$ cat config.mk
export PLATFORM = sky130hd
export DESIGN_NAME = sd_write_photo_flat
export DESIGN_NICKNAME = d
export VERILOG_FILES = /design/src/rtl/sd_write_photo_pkg.sv /design/src/rtl/sd_write_photo_if.sv /design/src/rtl/sd_write_photo_edge_neg_det.sv /design/src/rtl/sd_write_photo.sv /design/src/flat_wrapper.sv
export SDC_FILE = /design/constraint.sdc
export NUM_CORES = 1
export LEC_CHECK = 0
export ABC_AREA = 1
export BUFFER_PORTS_ARGS = -buffer_cell sky130_fd_sc_hd__buf_4
export CORE_ASPECT_RATIO = 2
export CORE_MARGIN = 3
export CORE_UTILIZATION = 50
export CTS_BUF_LIST = sky130_fd_sc_hd__clkbuf_4
export CTS_CLUSTER_SIZE = 28
export DETAILED_ROUTE_END_ITERATION = 8
export GPL_TIMING_DRIVEN = 0
export PLACE_DENSITY_LB_ADDON = 0.2
export SYNTH_ARGS = -nofsm -noshare
export SYNTH_HDL_FRONTEND = slang
export SYNTH_HIERARCHICAL = 1
export SYNTH_SLANG_ARGS = --single-unit
export TNS_END_PERCENT = 1
$ cat constraint.sdc
create_clock -name clk -period 1.59 [get_ports clk]
set_input_delay 0.318 -clock clk [delete_from_list [all_inputs] [get_ports clk]]
set_output_delay 0.318 -clock clk [all_outputs]
set_load 0.03 [all_outputs]
$ cat src/rtl/sd_write_photo_pkg.sv
// Shared SD write-path constants and sequencer state encoding.
// Also imported by the photo read sequencer so both sides agree on sector geometry.
package sd_write_photo_pkg;

    typedef logic [31:0] sec_addr_t;

    localparam sec_addr_t   PHOTO_ADDR0_DEF    = 32'd8256;
    localparam sec_addr_t   PHOTO_ADDR1_DEF    = 32'd9792;
    localparam logic [10:0] WR_SECTION_NUM_DEF = 11'd1500;
    localparam logic [8:0]  SEC_WORDS_DEF      = 9'd256;

    localparam logic [2:0] ST_IDLE      = 3'd0;
    localparam logic [2:0] ST_WAIT_DATA = 3'd1;
    localparam logic [2:0] ST_START     = 3'd2;
    localparam logic [2:0] ST_WRITE     = 3'd3;
    localparam logic [2:0] ST_DONE      = 3'd4;

    function automatic sec_addr_t slot_base(input logic slot, input sec_addr_t addr0,
                                            input sec_addr_t addr1);
        return slot ? addr1 : addr0;
    endfunction

endpackage

$ cat src/rtl/sd_write_photo_if.sv
// Pixel FIFO read side plus SD controller write port, as seen by the photo sequencer.
interface sd_write_photo_if;
    logic [10:0] fifo_rdusedw;
    logic [15:0] fifo_rd_data;
    logic        fifo_rd_en;
    logic        wr_busy;
    logic        wr_req;
    logic        wr_start_en;
    logic [31:0] wr_sec_addr;
    logic [15:0] wr_data;

    modport master (
        input  fifo_rdusedw, fifo_rd_data, wr_busy, wr_req,
        output fifo_rd_en, wr_start_en, wr_sec_addr, wr_data
    );

    modport slave (
        output fifo_rdusedw, fifo_rd_data, wr_busy, wr_req,
        input  fifo_rd_en, wr_start_en, wr_sec_addr, wr_data
    );
endinterface

$ cat src/rtl/sd_write_photo_edge_neg_det.sv
// Two-flop falling-edge detector with a registered one-cycle pulse output.
// A fall of sig in cycle n yields fall high in cycle n+2.
module edge_neg_det (
    input  logic clk,
    input  logic rst_n,
    input  logic sig,
    output logic fall
);
    logic busy_d0_reg;
    logic busy_d1_reg;
    logic fall_reg;

    always_ff @(posedge clk or negedge rst_n) begin
        if (!rst_n) begin
            busy_d0_reg <= 1'b0;
            busy_d1_reg <= 1'b0;
            fall_reg    <= 1'b0;
        end else begin
            busy_d0_reg <= sig;
            busy_d1_reg <= busy_d0_reg;
            fall_reg    <= busy_d1_reg & ~busy_d0_reg;
        end
    end

    assign fall = fall_reg;
endmodule

$ cat src/rtl/sd_write_photo.sv
// Frame-to-SD sector write sequencer: waits for a full sector in the pixel FIFO,
// starts a sector write, feeds words on each controller request, repeats per frame.
module sd_write_photo
    import sd_write_photo_pkg::*;
#(
    parameter sec_addr_t   PHOTO_SECTION_ADDR0 = PHOTO_ADDR0_DEF,
    parameter sec_addr_t   PHOTO_SECTION_ADDR1 = PHOTO_ADDR1_DEF,
    parameter logic [10:0] WR_SECTION_NUM      = WR_SECTION_NUM_DEF,
    parameter logic [8:0]  SEC_WORDS           = SEC_WORDS_DEF
) (
    input  logic              clk,
    input  logic              rst_n,
    input  logic              cap_start,
    input  logic              cap_slot,
    sd_write_photo_if.master  sd,
    output logic              photo_busy,
    output logic              photo_done,
    output logic              err_ovf
);
    logic [2:0]  state_reg, state_next;
    sec_addr_t   addr_reg;
    logic [10:0] sec_cnt_reg;
    logic [8:0]  word_cnt_reg;
    logic        err_ovf_reg;
    logic        busy_fall;
    logic        in_write;
    logic        room;

    edge_neg_det u_busy_fall (
        .clk   (clk),
        .rst_n (rst_n),
        .sig   (sd.wr_busy),
        .fall  (busy_fall)
    );

    always_comb begin
        state_next = state_reg;
        case (state_reg)
            ST_IDLE:      if (cap_start) state_next = ST_WAIT_DATA;
            // A whole sector must be buffered so the FIFO cannot underflow mid-sector.
            ST_WAIT_DATA: if (sd.fifo_rdusedw >= 11'(SEC_WORDS)) state_next = ST_START;
            ST_START:     state_next = ST_WRITE;
            ST_WRITE: begin
                if (busy_fall)
                    state_next = (sec_cnt_reg == WR_SECTION_NUM - 11'd1) ? ST_DONE : ST_WAIT_DATA;
            end
            ST_DONE:      state_next = ST_IDLE;
            default:      state_next = ST_IDLE;
        endcase
    end

    always_ff @(posedge clk or negedge rst_n) begin
        if (!rst_n) begin
            state_reg    <= ST_IDLE;
            addr_reg     <= '0;
            sec_cnt_reg  <= '0;
            word_cnt_reg <= '0;
            err_ovf_reg  <= 1'b0;
        end else begin
            state_reg <= state_next;
            case (state_reg)
                ST_IDLE: begin
                    if (cap_start) begin
                        addr_reg    <= slot_base(cap_slot, PHOTO_SECTION_ADDR0, PHOTO_SECTION_ADDR1);
                        sec_cnt_reg <= '0;
                        err_ovf_reg <= 1'b0;
                    end
                end
                ST_START: word_cnt_reg <= '0;
                ST_WRITE: begin
                    if (sd.wr_req) begin
                        if (room) word_cnt_reg <= word_cnt_reg + 9'd1;
                        else      err_ovf_reg  <= 1'b1;
                    end
                    if (busy_fall) begin
                        addr_reg    <= addr_reg + 32'd1;
                        sec_cnt_reg <= sec_cnt_reg + 11'd1;
                    end
                end
                default: ;
            endcase
        end
    end

    assign in_write = (state_reg == ST_WRITE);
    assign room     = (word_cnt_reg < SEC_WORDS);

    // Same-cycle acknowledge keeps the show-ahead FIFO aligned with the word the controller samples.
    assign sd.fifo_rd_en  = in_write & room & sd.wr_req;
    assign sd.wr_data     = (in_write & room) ? sd.fifo_rd_data : 16'd0;
    assign sd.wr_start_en = (state_reg == ST_START);
    assign sd.wr_sec_addr = addr_reg;

    assign photo_busy = (state_reg != ST_IDLE);
    assign photo_done = (state_reg == ST_DONE);
    assign err_ovf    = err_ovf_reg;
endmodule

$ cat src/flat_wrapper.sv
// flat-port wrapper written by rule: the top's interface ports become plain ports
module sd_write_photo_flat import sd_write_photo_pkg::*;
#(
    parameter sec_addr_t   PHOTO_SECTION_ADDR0 = PHOTO_ADDR0_DEF,
    parameter sec_addr_t   PHOTO_SECTION_ADDR1 = PHOTO_ADDR1_DEF,
    parameter logic [10:0] WR_SECTION_NUM      = WR_SECTION_NUM_DEF,
    parameter logic [8:0]  SEC_WORDS           = SEC_WORDS_DEF
)
  (clk, rst_n, cap_start, cap_slot, photo_busy, photo_done, err_ovf, sd_fifo_rdusedw, sd_fifo_rd_data, sd_wr_busy, sd_wr_req, sd_fifo_rd_en, sd_wr_start_en, sd_wr_sec_addr, sd_wr_data);
  sd_write_photo_if sd_i ();
  input  logic clk;
  input  logic rst_n;
  input  logic cap_start;
  input  logic cap_slot;
  output logic photo_busy;
  output logic photo_done;
  output logic err_ovf;
  input wire logic [$bits(sd_i.fifo_rdusedw)-1:0] sd_fifo_rdusedw;
  input wire logic [$bits(sd_i.fifo_rd_data)-1:0] sd_fifo_rd_data;
  input wire logic [$bits(sd_i.wr_busy)-1:0] sd_wr_busy;
  input wire logic [$bits(sd_i.wr_req)-1:0] sd_wr_req;
  output wire logic [$bits(sd_i.fifo_rd_en)-1:0] sd_fifo_rd_en;
  output wire logic [$bits(sd_i.wr_start_en)-1:0] sd_wr_start_en;
  output wire logic [$bits(sd_i.wr_sec_addr)-1:0] sd_wr_sec_addr;
  output wire logic [$bits(sd_i.wr_data)-1:0] sd_wr_data;
  assign sd_i.fifo_rdusedw = sd_fifo_rdusedw;
  assign sd_i.fifo_rd_data = sd_fifo_rd_data;
  assign sd_i.wr_busy = sd_wr_busy;
  assign sd_i.wr_req = sd_wr_req;
  assign sd_fifo_rd_en = sd_i.fifo_rd_en;
  assign sd_wr_start_en = sd_i.wr_start_en;
  assign sd_wr_sec_addr = sd_i.wr_sec_addr;
  assign sd_wr_data = sd_i.wr_data;
  sd_write_photo #(.PHOTO_SECTION_ADDR0(PHOTO_SECTION_ADDR0), .PHOTO_SECTION_ADDR1(PHOTO_SECTION_ADDR1), .WR_SECTION_NUM(WR_SECTION_NUM), .SEC_WORDS(SEC_WORDS)) u_core (.clk(clk), .rst_n(rst_n), .cap_start(cap_start), .cap_slot(cap_slot), .sd(sd_i), .photo_busy(photo_busy), .photo_done(photo_done), .err_ovf(err_ovf));
endmodule
==> impl_metrics.json <==
{
  "start_util_pct": 52.0,
  "start_kind": "flip-flop",
  "grt_usage_pct": 26.2,
  "die_x_um": 65.1,
  "final_common_cell": "nand2_1",
  "failed_checks": "setup timing",
  "layout_common_cells": "nand2_1 (129), nor2_1 (80), buf_4 (70), inv_1 (70), dfrtp_1 (56)",
  "fin_nets": 642,
  "ys_seq_elements": 59,
  "drive_gt1_share_pct": 24.1,
  "grt_max_degree": 60,
  "cts_buffers": 9,
  "tightest_slew_ns": 0.779,
  "path_class": "flip-flop to primary output",
  "ir_worst_vdd_mv": 1.12,
  "required_ns": 1.27,
  "cp-end-kind": "primary output",
  "synth_warnings": 6,
  "drc": 0,
  "die_h_um": 124,
  "grt-ovfl-total": 0,
  "slowest_stage": "dfrtp_2",
  "ys_types": 33,
  "clk_pin_slew_ns": 0.10,
  "gp_congestion": 0.873,
  "report.power.total_mw": 5.80,
  "h-tree-depth": 3,
  "outcome": "complete, but fails checks",
  "antenna_found_initial": 1,
  "area_growth_pct": 32.7,
  "cp.arrival_ns": 1.51,
  "hold_slack_ns": 0.229,
  "slowest_delay_ns": 0.46,
  "power_leakage_nw": 2.35,
  "routed_wl_um": 10100,
  "yosysSeqAreaShare_pct": 42.2,
  "dp_hpwl_um": 7170,
  "seqCellArea_sq_mm": 0.00148,
  "core_sq_mm": 0.00673,
  "vias": 3723,
  "period_needed_ns": 1.83,
  "syn_nets": 545,
  "first_pass_iters": 5,
  "routed_via_density": 5.32,
  "placementRows": 42,
  "powerDensity_mw_per_mm2": 1250,
  "critPathBufInv": 2,
  "cp_top_family": "flip-flops",
  "fmax_mhz": 547,
  "multi_input_area_sq_mm": 0.00185,
  "grt_pass1_wl_um": 16500,
  "final_util_pct": 69.0,
  "rsz0062_at_grt": "yes",
  "syn_area_sq_mm": 0.00350,
  "clock_skew_ns": 0.0120,
  "avgSynthCellArea_sq_um": 6.87,
  "portBuffers": 77,
  "maxCapViolCount": 0,
  "hold_path_class": "input port to flip-flop",
  "cts_tree": "built",
  "insertion_delay_ns": 0.41,
  "largest_reg_flops": 32,
  "relSlewSlack_pct": 48.1,
  "finalWorstSetupSlack_ns": -0.239,
  "ctsRootBufferMaster": "clkbuf_4",
  "clock_tree.buffer_depth": 2,
  "die_area_sq_mm": 0.00809,
  "postRouteAntennaNets": 0,
  "setup_viol": 57,
  "preCtsSetupSlack_ns": -0.191,
  "final.period_utilization_pct": 115,
  "cts.sinks": 59,
  "io_pins": 86,
  "crit_chain": "nor2_8 -> nand2_8 -> clkbuf_16 -> nor2_4 -> buf_6",
  "synthCells": 509,
  "critPathMaxFanout": 7,
  "wl_per_cell_um": 14.4,
  "hold_violations": 0,
  "fin_tns_setup_ns": -7.88,
  "fillers": 586,
  "grt_pass1_vias": 3655,
  "drv_slew": 0,
  "drt-initial-drc-count": 252
}
[cell usage after synthesis]
master	instances	share of area, %
nand3_2	1	0.29
nand3b_1	2	0.43
nor2_2	3	0.54
o31ai_1	1	0.21
dfrtp_1	59	42
a31oi_1	2	0.36
a21oi_1	21	3.0
buf_6	3	0.97
o211ai_1	1	0.21
and2_1	1	0.18
buf_1	1	0.11
nor2_1	99	11
a22o_1	1	0.25
nor3b_1	3	0.64
nor2_8	2	1.1
nand4_1	13	2.3
and3_1	2	0.36
a22oi_2	1	0.36
clkbuf_1	4	0.43
ha_1	3	1.1
o221ai_1	1	0.25
inv_1	72	7.7
nand2_2	4	0.72
a21oi_2	1	0.25
buf_2	3	0.43
nand2_1	131	14
nor3_1	7	1.0
o21ai_1	6	0.86
o21ai_0	21	3.0
nand3_1	36	5.2
inv_2	1	0.11
xnor2_1	2	0.50
o21a_1	1	0.21
[worst register-to-register path, stage by stage (launching register included)]
cell and delay, ns:
dfrtp_2 0.46, nor2_8 0.16, buf_4 0.21, inv_2 0.09
nand2_2 0.08, nand2_2 0.07, buf_6 0.17, buf_6 0.15
nor3b_1 0.23, nor2_1 0.08
[layout make-up]
cell class                 count  share of cell area, %
antenna                        1                 0.0539
buffer                        11                   2.21
clock buffer                  11                   1.78
clock inverter                 5                  0.431
inverter                      73                   5.91
multi-input combinational    366                   39.9
sequential                    59                   31.9
tap                           88                   2.37
timing repair buffer          86                   15.4
[stage by stage]
stage / instance area (sq um) / instances
floorplan: 3500 / 509
global placement: 4190 / 674
finish: 4640 / 700
CTS: 4580 / 699
global route: 4640 / 700
detailed placement: 4190 / 674
[cells by family after synthesis]
group	synth area share (%)
AO/OA/AOI/OAI	8.98
XOR/XNOR	0.501
adder cells (fa/ha/maj)	1.07
buffers and inverters	9.77
flip-flops	42.2
AND/OR/NAND/NOR	37.5
[metal layers]
metal | vias to the layer above | GRT usage (%) | share of wire (%)
li1 | 1809 | - | -
met1 | 1759 | 26.3 | 35
met2 | 140 | 48.6 | 58
met3 | 15 | 5.60 | 4.8
met4 | 0 | 12.8 | 2.2
met5 | - | 0 | 0
[final timing paths]
path / from / end / slack (ns) / cells after the start
setup / recovery: u_core/state_reg[2] / sd_wr_data[8] / -0.24 / 5
hold reg to reg: u_core/u_busy_fall/busy_d0_reg / u_core/u_busy_fall/busy_d1_reg / 0.40 / 0
hold / removal: cap_slot / u_core/sd.wr_sec_addr[10] / 0.23 / 5
min in group asynchronous: rst_n / u_core/sd.wr_sec_addr[18] / 0.50 / 2
setup reg to reg: u_core/state_reg[2] / u_core/sd.wr_sec_addr[4] / -0.22 / 9
max in group asynchronous: rst_n / u_core/state_reg[2] / 0.50 / 2
[timing repair]
action	CTS	global route
cloned	1	0
setup endpoints to repair	61	71
buffers inserted	6	0
pin swaps	2	2
endpoints found under the hold margin	28	0
gates resized for setup	61	18
hold buffers	2	0
[power breakdown]
| part | leakage, nW | switching [mW] | internal, mW | total (mW) |
|---|---|---|---|---|
| clock | 0.0608 | 0.541 | 0.334 | 0.875 |
| combinational | 1.50 | 1.95 | 1.14 | 3.09 |
| sequential | 0.789 | 0.172 | 1.67 | 1.84 |
| total | 2.35 | 2.66 | 3.14 | 5.80 |
No activity file was read; power rests on OpenSTA's default activity.
